### src/rtl/muldiv_seq.sv
// Multi-cycle RV32M MUL/DIV/DIVU/REM/REMU unit: shift-add multiply and restoring divide, one bit per cycle.
// Ports: clk, rst_n, start/op/a/b request, flush abort; ready, busy, done pulse, registered result.
module muldiv_seq #(
  parameter int WIDTH = 32
) (
  input  logic             clk,
  input  logic             rst_n,
  input  logic             start,
  input  logic [3:0]       op,
  input  logic [WIDTH-1:0] a,
  input  logic [WIDTH-1:0] b,
  input  logic             flush,
  output logic             ready,
  output logic             busy,
  output logic             done,
  output logic [WIDTH-1:0] result
);

  localparam int CW = $clog2(WIDTH);

  localparam logic [3:0] OP_MUL  = 4'b1000;
  localparam logic [3:0] OP_DIV  = 4'b1010;
  localparam logic [3:0] OP_DIVU = 4'b1011;
  localparam logic [3:0] OP_REM  = 4'b1100;
  localparam logic [3:0] OP_REMU = 4'b1101;

  localparam logic [WIDTH-1:0] ONES = '1;
  localparam logic [WIDTH-1:0] MINV = {1'b1, {(WIDTH-1){1'b0}}};

  typedef enum logic [1:0] {
    IDLE,
    BUSY,
    DONE
  } state_t;

  state_t           state;
  logic [CW-1:0]    cnt;
  logic [3:0]       op_q;
  logic [WIDTH-1:0] acc;
  logic [WIDTH-1:0] x;
  logic [WIDTH-1:0] y;
  logic             neg_q;
  logic             neg_r;

  // Outputs decode the registered state only.
  assign ready = (state == IDLE);
  assign busy  = (state != IDLE);
  assign done  = (state == DONE);

  // Accept-time decode of the incoming request.
  logic             is_sdiv;
  logic             is_dfam;
  logic             known;
  logic             b_zero;
  logic             ovf;
  logic             special;
  logic [WIDTH-1:0] spec_val;
  logic [WIDTH-1:0] a_mag;
  logic [WIDTH-1:0] b_mag;

  always_comb begin
    is_sdiv  = (op == OP_DIV) || (op == OP_REM);
    is_dfam  = is_sdiv || (op == OP_DIVU) || (op == OP_REMU);
    known    = is_dfam || (op == OP_MUL);
    b_zero   = (b == '0);
    ovf      = is_sdiv && (a == MINV) && (b == ONES);
    special  = !known || (is_dfam && (b_zero || ovf));
    a_mag    = (is_sdiv && a[WIDTH-1]) ? -a : a;
    b_mag    = (is_sdiv && b[WIDTH-1]) ? -b : b;
    spec_val = '0;
    if (is_dfam && b_zero) begin
      case (op)
        OP_DIV, OP_DIVU: spec_val = ONES;
        default:         spec_val = a;
      endcase
    end else if (ovf) begin
      spec_val = (op == OP_DIV) ? MINV : '0;
    end
  end

  // One iteration of the running operation.
  // Multiply: acc += x when y[0]; x shifts up, y shifts down.
  // Divide: acc is the partial remainder, x shifts dividend bits out
  // on the left and quotient bits in on the right, y is the divisor.
  logic [WIDTH:0]   rem_sh;
  logic [WIDTH:0]   diff;
  logic [WIDTH-1:0] acc_n;
  logic [WIDTH-1:0] x_n;
  logic [WIDTH-1:0] y_n;
  logic [WIDTH-1:0] fin;

  always_comb begin
    rem_sh = {acc, x[WIDTH-1]};
    diff   = rem_sh - {1'b0, y};
    acc_n  = acc;
    x_n    = x;
    y_n    = y;
    if (op_q == OP_MUL) begin
      acc_n = acc + (y[0] ? x : '0);
      x_n   = x << 1;
      y_n   = y >> 1;
    end else if (!diff[WIDTH]) begin
      acc_n = diff[WIDTH-1:0];
      x_n   = {x[WIDTH-2:0], 1'b1};
    end else begin
      acc_n = rem_sh[WIDTH-1:0];
      x_n   = {x[WIDTH-2:0], 1'b0};
    end
  end

  // Sign fix-up applied to the final iteration's outputs.
  always_comb begin
    case (op_q)
      OP_MUL:  fin = acc_n;
      OP_DIV:  fin = neg_q ? -x_n : x_n;
      OP_DIVU: fin = x_n;
      OP_REM:  fin = neg_r ? -acc_n : acc_n;
      OP_REMU: fin = acc_n;
      default: fin = '0;
    endcase
  end

  always_ff @(posedge clk or negedge rst_n) begin
    if (!rst_n) begin
      state  <= IDLE;
      cnt    <= '0;
      op_q   <= '0;
      acc    <= '0;
      x      <= '0;
      y      <= '0;
      neg_q  <= 1'b0;
      neg_r  <= 1'b0;
      result <= '0;
    end else if (flush) begin
      state <= IDLE;
    end else begin
      case (state)
        IDLE: begin
          if (start) begin
            op_q  <= op;
            cnt   <= '0;
            acc   <= '0;
            neg_q <= is_sdiv && (a[WIDTH-1] ^ b[WIDTH-1]);
            neg_r <= is_sdiv && a[WIDTH-1];
            if (is_dfam) begin
              x <= a_mag;
              y <= b_mag;
            end else begin
              x <= a;
              y <= b;
            end
            if (special) begin
              result <= spec_val;
              state  <= DONE;
            end else begin
              state <= BUSY;
            end
          end
        end
        BUSY: begin
          acc <= acc_n;
          x   <= x_n;
          y   <= y_n;
          cnt <= cnt + 1'b1;
          if (cnt == CW'(WIDTH-1)) begin
            result <= fin;
            state  <= DONE;
          end
        end
        DONE: begin
          state <= IDLE;
        end
        default: begin
          state <= IDLE;
        end
      endcase
    end
  end

endmodule
### config.mk
export PLATFORM = sky130hd
export DESIGN_NAME = muldiv_seq
export DESIGN_NICKNAME = d
export VERILOG_FILES = /design/src/rtl/muldiv_seq.sv
export SDC_FILE = /design/constraint.sdc
export NUM_CORES = 1
export LEC_CHECK = 0
export ABC_AREA = 0
export BUFFER_PORTS_ARGS = -buffer_cell sky130_fd_sc_hd__buf_2
export CAP_MARGIN = 30
export CORE_MARGIN = 2
export CORE_UTILIZATION = 64
export CTS_BUF_LIST = sky130_fd_sc_hd__clkbuf_8
export CTS_CLUSTER_SIZE = 25
export DETAILED_ROUTE_END_ITERATION = 6
export MAX_ROUTING_LAYER = met4
export PLACE_DENSITY = 0.84
export SLEW_MARGIN = 20
export SYNTH_ARGS = -nofsm -noshare
export SYNTH_HDL_FRONTEND = slang
export SYNTH_SLANG_ARGS = --single-unit
### constraint.sdc
create_clock -name clk -period 5.4 [get_ports clk]
set_clock_uncertainty 0.05 [all_clocks]
set_input_delay 0.27 -clock clk [delete_from_list [all_inputs] [get_ports clk]]
set_output_delay 0.27 -clock clk [all_outputs]
set_load 0.03 [all_outputs]
Yosys cells after proc, flatten, opt, wreduce, memory -nomap -nowiden
Index checks and enable logic that the tools add are counted.
- $add $sub $neg: 7
- bitwise gates (word level): 2
- reductions and logical operators: 25
- eq/ne operators: 21
- multiplexer cells: 34
- operators by type and width (cell ; number):
    $mux W32 ; 20
    $pmux W32 S2 ; 4
    $neg A32 Y32 ; 4
    $pmux W32 S4 ; 1
    $eq A32 B32 Y1 const B ; 2
    $eq A4 B4 Y1 const B ; 10
    $sub A33 B32 Y33 ; 1
    $add A32 B32 Y32 ; 1
    $logic_not A32 Y1 ; 1
    $pmux W5 S2 ; 1
    $mux W2 ; 4
    $logic_and A1 B1 Y1 ; 7
    $logic_or A1 B1 Y1 ; 6
    $ne A2 B2 Y1 const B ; 3
    $ne A3 B3 Y1 const B ; 2
    $reduce_and A3 Y1 ; 2
    $add A5 B1 Y5 const B ; 1
    $eq A5 B5 Y1 const B ; 1
    $mux W5 ; 1
    $reduce_and A5 Y1 ; 1
    $pmux W2 S2 ; 1
    $reduce_and A4 Y1 ; 1
    $reduce_bool A2 Y1 ; 2
    $reduce_or A2 Y1 ; 2
    other kinds (9) ; 10
- flip-flop bits (word level): 141
- input port bits: 72
- word-level logic and storage cells: 98
- output and inout bits: 35

Logic depth before layout (Yosys ltp)
Gate-level depths: netlist (run 1).
- depth in word-level cells: 11
- mapped depth: 23
- gate-level depth less buffers: 21

Worst setup path after synthesis (run 1)
OpenSTA, ideal clock, no wires.
- path type: flip-flop to flip-flop
- start point: reg x[31]
- end point: reg result[24]
- setup slack: 522 ps
- path buffers: 3
- arrival time: 4692 ps
- stages on the path, launching flop included: 23
- clock period less this slack: 4878 ps
- setup time: 136 ps
- data required time: 5214 ps
- cell sequence: dfrtp_1 -> inv_1 -> ha_1 -> inv_1 -> fa_1 -> a21o_1 -> a221o_2 -> a41oi_4 -> a211o_1 -> o211a_2 -> buf_6 -> buf_2 -> clkbuf_1 -> nor2_1 -> a211oi_1 -> a21oi_1 -> ha_1 -> o21ai_0 -> nor2_1 -> and3_1 -> a31o_2 -> nand4_1 -> or3b_2
- longest elaborated chain between the ends: 8
- elaborated cells on any way between the ends: 12
- classes of those cells: add/sub: 3; mux: 9
- ends and longest elaborated chain (what ; RTL line ; RTL):
    start: declaration ; 40 ; logic [WIDTH-1:0] x;
    start signal: assignment ; 146 ; x <= a_mag;
    start signal: assignment ; 162 ; x <= x_n;
    $sub A33 B32 Y33 ; 94 ; diff = rem_sh - {1'b0, y};
    $mux W32 / $mux W1 (equally long branches) ; 102 ; end else if (!diff[WIDTH]) begin
    $mux W32 / $mux W1 (equally long branches) ; 98 ; if (op_q == OP_MUL) begin
    $neg A32 Y32 (on tied branches) ; 117, 115 ;
    $mux W32 (on tied branches) ; 117, 115 ;
    $pmux W32 S4 * ; 113 ; case (op_q)
    $mux W32 * ; 165 ; if (cnt == CW'(WIDTH-1)) begin
    $pmux W32 S2 * ; 137 ; case (state)
    end signal: assignment ; 153 ; result <= spec_val;
    end signal: assignment ; 166 ; result <= fin;
    end: declaration ; 16 ; output logic [WIDTH-1:0] result
Mark *: on every way between the ends. The rest lies on a longest branch, timed or not. The select of a mux whose other input is x is not followed.
A chain may end at the register's enable or synchronous reset.

Final worst setup path (run 1)
- start point: reg x[31]
- end point: reg result[9]
Same word-level chain as after synthesis.

==> results of run 1 <==
layout make-up:
cell class,count,area (um^2)
Fill cell,1702,5920
Clock buffer,17,234
Antenna cell,2,5.00
Multi-Input combinational cell,1522,9770
Timing Repair Buffer,160,1000
Sequential cell,141,3530
Inverter,58,218
Clock inverter,15,139
Tap cell,275,344
synthesized netlist by cell type, drive strengths merged, types with 5 or more instances:
cell type	n
a211oi	17
o221ai	10
xor2	75
a21o	28
or3	15
and3	12
nand4	23
o21ai	204
and2	48
mux2i	20
nor3	34
o21bai	7
buf	26
or4	8
a311oi	5
a21boi	8
clkbuf	71
o31ai	26
a21oi	166
o2111ai	5
a221oi	7
o211ai	47
nand2b	15
nor4b	5
inv	57
nor3b	7
nand3	30
nor4	11
nor2	149
o41ai	7
a22o	19
or2	5
a31oi	27
nand3b	5
ha	71
dfrtp	141
mux2	7
nand2	217
o22ai	11
o21a	15
xnor2	82
nor2b	15
a222oi	8
routing by layer:
| metal | vias up | GRT usage (%) |
|---|---|---|
| li1 | 6825 | - |
| met4 | 0 | 20.3 |
| met5 | - | - |
| met2 | 1098 | 68.0 |
| met1 | 7045 | 59.4 |
| met3 | 237 | 10.8 |
placed cells by master, fill, tap and decap left out, drive strengths merged, types with 17 or more instances in the layout:
cell,count
ha,71
o21ai,204
buf,154
a21oi,166
a31oi,27
dfrtp,141
a22o,19
mux2i,20
and2,48
clkbuf,17
o211ai,47
inv,64
xnor2,82
nor3,34
xor2,75
a211oi,17
o31ai,26
nand3,30
a21o,28
nand4,23
nand2,217
nor2,149
flip-flops by register name (all words and copies together) (netlist names):
name,count
y,32
result,32
state,2
cnt,5
op_q,4
neg_r,1
acc,32
neg_q,1
x,32
power by group:
| part | leakage, nW | internal [W] | switching, W | total [W] |
|---|---|---|---|---|
| Clock | 0.187 | 0.000372 | 0.000521 | 0.000893 |
| Combinational | 4.62 | 0.000924 | 0.00165 | 0.00257 |
| Sequential | 1.82 | 0.00123 | 0.000231 | 0.00146 |
kinds of logic (layout without fill, tap and decap cells):
logic type / count (synthesis) / after routing / synth area share (%)
AO/OA/AOI/OAI: 655 / 655 / 30.1
XOR/XNOR: 157 / 157 / 9.93
adder cells (fa/ha/maj): 73 / 73 / 6.70
buffers and inverters: 155 / 250 / 4.42
flip-flops: 141 / 141 / 25.5
multiplexers: 27 / 27 / 2.07
other: 0 / 2 / 0
AND/OR/NAND/NOR: 610 / 610 / 21.3
metrics by stage:
| stage | power, W | setup WS (ns) | util (%) | hold slack (ns) |
|---|---|---|---|---|
| floorplan | 0.00313 | 0.522 | - | -0.0756 |
| global placement | 0.00387 | 0.472 | 69.4 | 0.357 |
| detailed placement | 0.00391 | 0.343 | 69.6 | 0.375 |
| CTS | 0.00480 | 0.320 | 71.7 | 0.0840 |
| global route | 0.00515 | -0.0177 | 72.0 | 0.102 |
| finish | 0.00492 | 0.180 | 72.0 | 0.0875 |
path summary, 6_finish.rpt:
kind / endpoint / slack (ns) / depth (start not counted)
max: result[9] / 0.18 / 18
min in group asynchronous: y[7] / 0.14 / 2
min reg2reg: result[1] / 0.45 / 1
max in group asynchronous: acc[27] / 3.81 / 4
max reg2reg: result[9] / 0.18 / 18
min: y[31] / 0.09 / 3
worst reg2reg max path, cell delays in order (launching register included):
cell      delay (ns)
dfrtp_1         0.44
inv_1           0.08
ha_1            0.14
inv_1           0.05
fa_1            0.41
a21o_1          0.19
a221o_2         0.40
a41oi_4         0.31
a211o_1         0.21
o211a_2         0.36
buf_4           0.27
mux2_2          0.38
o22ai_1         0.30
nor2_1          0.17
nand2_1         0.11
nand2_1         0.07
xnor2_1         0.14
a222oi_1        0.82
o21ai_0         0.19
timing repair:
item | 4_1_cts | 5_1_grt
endpoints found under the hold margin | 96 | 0
resized for setup | 0 | 2
endpoints found under the setup margin | 0 | 4
hold buffers | 6 | 0
==> reports/qor.yml, run 1 <==
root_buffer: "clkbuf_8"
hold_class: "input pin to flop"
postCtsSetupBuffers: 0
drive_gt1_share_pct: 12.1
syn2layout_area_growth_pct: 9.99
path_max_fanout: 11
drtAntennaViolNets: 0
cts_tree: "yes"
num_vias: 15205
grt_pass1_wl_mm: 78.0
antenna_found_initial: 2
worstSetupPathType: "flop to flop"
wl_per_cell_um: 23.1
io_buffer_count: 106
setup_viol_count_final: 0
powerDensity_mw_per_mm2: 323
critPathMaxStageDelay_ns: 0.82
stdcell_count: 2190
vias_per_cell: 6.94
yosysWarningCount: 0
cts_sinks: 141
top_layer: "met4"
required_ns: 5.68
ys_seq_elements: 141
synth_enable_flop_cells: 0
maxCapViolCount: 0
nets: 2045
drt-initial-drc-count: 1990
track_usage_pct: 45.7
dr_wl_met3_mm: 6.09
first_global_vias: 14035
synthDistinctLibCells: 91
synth_nets: 1963
p_leak_nw: 6.63
setup_tns_ns: 0
dieArea_mm2: 0.0228
min_period_ns: 5.22
initial_core_util_pct: 65.5
min_from: "b[31]"
grt_max_degree: 96
status: "complete, no violations"
fin_area_mm2: 0.0152
cts_max_level: 4
crit_slowest_cell: "a222oi_1"
cts_buffers: 17
row_count: 53
path_delay_family: "compound AO/OA/AOI/OAI gates"
fp.coreArea_mm2: 0.0212
clock_latency_ns: 0.49
async_reset_ff_share_pct: 100
drt-total-wl_mm: 50.7
ctsLongestPathBuffers: 2
synthCells: 1818
io-pin-count: 107
timing.rr.start: "x[31]"
worst_pin_slew_ns: 1.02
ys.flop_type: "dfrtp_1"
path_cells: "inv_1 > ha_1 > inv_1 > fa_1 > a21o_1 > a221o_2 > a41oi_4 > a211o_1 > o211a_2 > buf_4 > mux2_2 > o22ai_1 > nor2_1 > nand2_1 > nand2_1 > xnor2_1 > a222oi_1 > o21ai_0"
fin_crit_sh_pct: 96.7
grt-ovfl-total: 0
die_h_um: 151
syn_avg_cell_area_um2: 7.62
synth_area_mm2: 0.0138
place_inst: 2145
synthTopCellsByArea: "dfrtp_1 (25%), o21ai_0 (6.9%), ha_1 (6.4%)"
ir_drop_uv: 220
drt-met1-wl_mm: 20.0
yosysTopAreaCellShare_pct: 25.5
end_kind: "flop"
slew_headroom_pct: 31.7
worstSetupStartpointType: "flop"
post-dp-hpwl_mm: 38.4
dpl_cell_area_mm2: 0.0147
die_w_um: 151
finalHoldViolCount: 0
post-route-drc-count: 0
cts.clk_slew.worst_paths_ns: 0.10
fmax_mhz: 192
critical_path_buf_inv_count: 3
synth_area_leader_cell: "dfrtp_1"
wl_met2_mm: 22.0
startpoint: "x[31]"
rsz0062_at_grt: "yes"
drv_slew: 0
seq_area_frac_synth_pct: 25.5
cp.arrival_ns: 5.50
drt_pass1_iterations: 7
place.gp.congestion: 1.06
Power figures use the tool's default switching activity.
==> inputs of run 2 (changes only) <==
- CORE_UTILIZATION: 64 -> 57
- PLACE_DENSITY: 0.84 -> 0.79
- clock period: 5.4 -> 4.75 ns (I/O delays scaled with it)
==> reports/qor.yml, run 2 (same netlist as run 1, synthesis figures left out) <==
cts.clk_slew.worst_paths_ns: 0.11
required_ns: 5.10
post-dp-hpwl_mm: 37.9
p_sw_w: 0.00283
drt-total-wl_mm: 49.0
num_vias: 14915
comb_power_share_pct: 55.2
drtAntennaViolNets: 0
rsz0062_at_grt: "yes"
post-route-drc-count: 0
cts_tree: "yes"
cts_buffers: 17
fp.coreArea_mm2: 0.0241
stdcell_count: 2315
cts_sinks: 141
dieArea_mm2: 0.0256
fin_crit_sh_pct: 98.7
die_h_um: 160
setup_tns_ns: 0
ctsLongestPathBuffers: 2
maxCapViolCount: 0
min_period_ns: 4.69
grt_pass1_wl_mm: 76.5
worst_pin_slew_ns: 0.938
drt-initial-drc-count: 1799
worstSetupPathType: "flop to flop"
worstSetupStartpointType: "flop"
clockPowerShare_pct: 17.8
grt-ovfl-total: 0
insertedDiodeCount: 0
power.share.switching_pct: 46.8
drt_pass1_iterations: 6
track_usage_pct: 39.0
drv_slew: 0
first_global_vias: 13860
root_buffer: "clkbuf_8"
die_w_um: 160
grt_max_degree: 59
place_inst: 2267
whs_ns: 0.0101
vias_per_cell: 6.44
finalHoldViolCount: 0
cts_max_level: 4
power_frac_seq_pct: 27.0
syn2layout_area_growth_pct: 16.1
p_int_w: 0.00322
initial_core_util_pct: 57.5
slew_headroom_pct: 36.9
io_buffer_count: 106
status: "complete, no violations"
pre_cts_slack_ns: 0.00153
power_w: 0.00605
hold_class: "input pin to flop"
cp.arrival_ns: 5.04
place.gp.congestion: 1.00
row_count: 57
drive_gt1_share_pct: 17.1
p_leak_nw: 7.05
fmax_mhz: 213
mostFrequentLayoutCells: "nand2_1 (216), o21ai_0 (190), a21oi_1 (161)"
nets: 2123
clock_latency_ns: 0.51
end_kind: "flop"
powerDensity_mw_per_mm2: 376
final_common_cell: "nand2_1"
io-pin-count: 107
ir_drop_uv: 206
path_max_fanout: 11
antenna_found_initial: 0
wl_per_cell_um: 21.2
setup_viol_count_final: 0
worst_slack_ns: 0.0613
run 2: cell types whose count changed in the layout (fill, tap and decap cells not counted), moves of 3 or more:
cell	previous run	this run
buf_4	42	121
ha_1	71	64
ha_2	0	6
inv_8	1	6
a21oi_1	164	161
a21oi_2	2	5
clkinvlp_4	3	0
inv_1	58	55
o21ai_1	8	11
run 2: cell type report:
| type | count | area [um^2] |
|---|---|---|
| multi-input cells | 1522 | 9930 |
| fillers | 2167 | 8030 |
| flip-flops and latches | 141 | 3530 |
| repair buffers | 238 | 1580 |
| well taps | 324 | 405 |
| clock buffers | 18 | 248 |
| inverters | 58 | 218 |
| clock inverters | 14 | 166 |
run 2: stage by stage:
step           instance area (um^2)  utilization [%]
2_1_floorplan                 13900                -
3_3_place_gp                  15300             63.5
3_5_place_dp                  15300             63.6
4_1_cts                       15800             65.7
5_1_grt                       16100             66.7
6_report                      16100             66.7
run 2: per-layer routing:
metal,GRT usage (%),share of wire [%]
met1,52.5,42
met2,60.5,45
met3,5.38,9.1
met4,13.3,3.4
met5,-,0
run 2: worst paths after layout:
| kind | slack, ns | cells past startpoint | from | end |
|---|---|---|---|---|
| worst max-delay path | 0.06 | 19 | y[0] | result[27] |
| worst min-delay path | 0.01 | 3 | a[20] | result[20] |
| worst max register to register | 0.06 | 19 | y[0] | result[27] |
| worst min register to register | 0.45 | 2 | cnt[4] | cnt[4] |
| max in group asynchronous | 3.53 | 3 | rst_n | result[23] |
| min in group asynchronous | 0.21 | 2 | rst_n | acc[25] |
run 2: repair_timing:
action,CTS,global route
endpoints found under the hold margin,53,0
endpoints found under the setup margin,3,22
resized for setup,2,41
pin swaps,1,28
setup buffers,0,10
hold buffers,6,0
run 2: critical path, cell delays in order, from the launching register on:
cell and delay, ns:
dfrtp_1 0.44, buf_6 0.16, and2_1 0.15, ha_1 0.21, fa_2 0.37, a21o_1 0.20, a221oi_2 0.30, o211ai_1 0.24
a21bo_2 0.30, a21oi_2 0.15, xnor2_1 0.08, a222oi_1 0.40, buf_4 0.19, buf_4 0.12, nor2b_4 0.14, nand2_2 0.07
nor3_4 0.24, and3_1 0.20, mux2_2 0.34, a31o_2 0.24
run 2: power groups by stage:
stage,Sequential (W),Combinational (W),Clock [W]
floorplan,0.00162,0.00195,0
global placement,0.00163,0.00303,0
detailed placement,0.00164,0.00307,0
CTS,0.00162,0.00311,0.00108
global route,0.00165,0.00359,0.00113
finish,0.00163,0.00334,0.00108
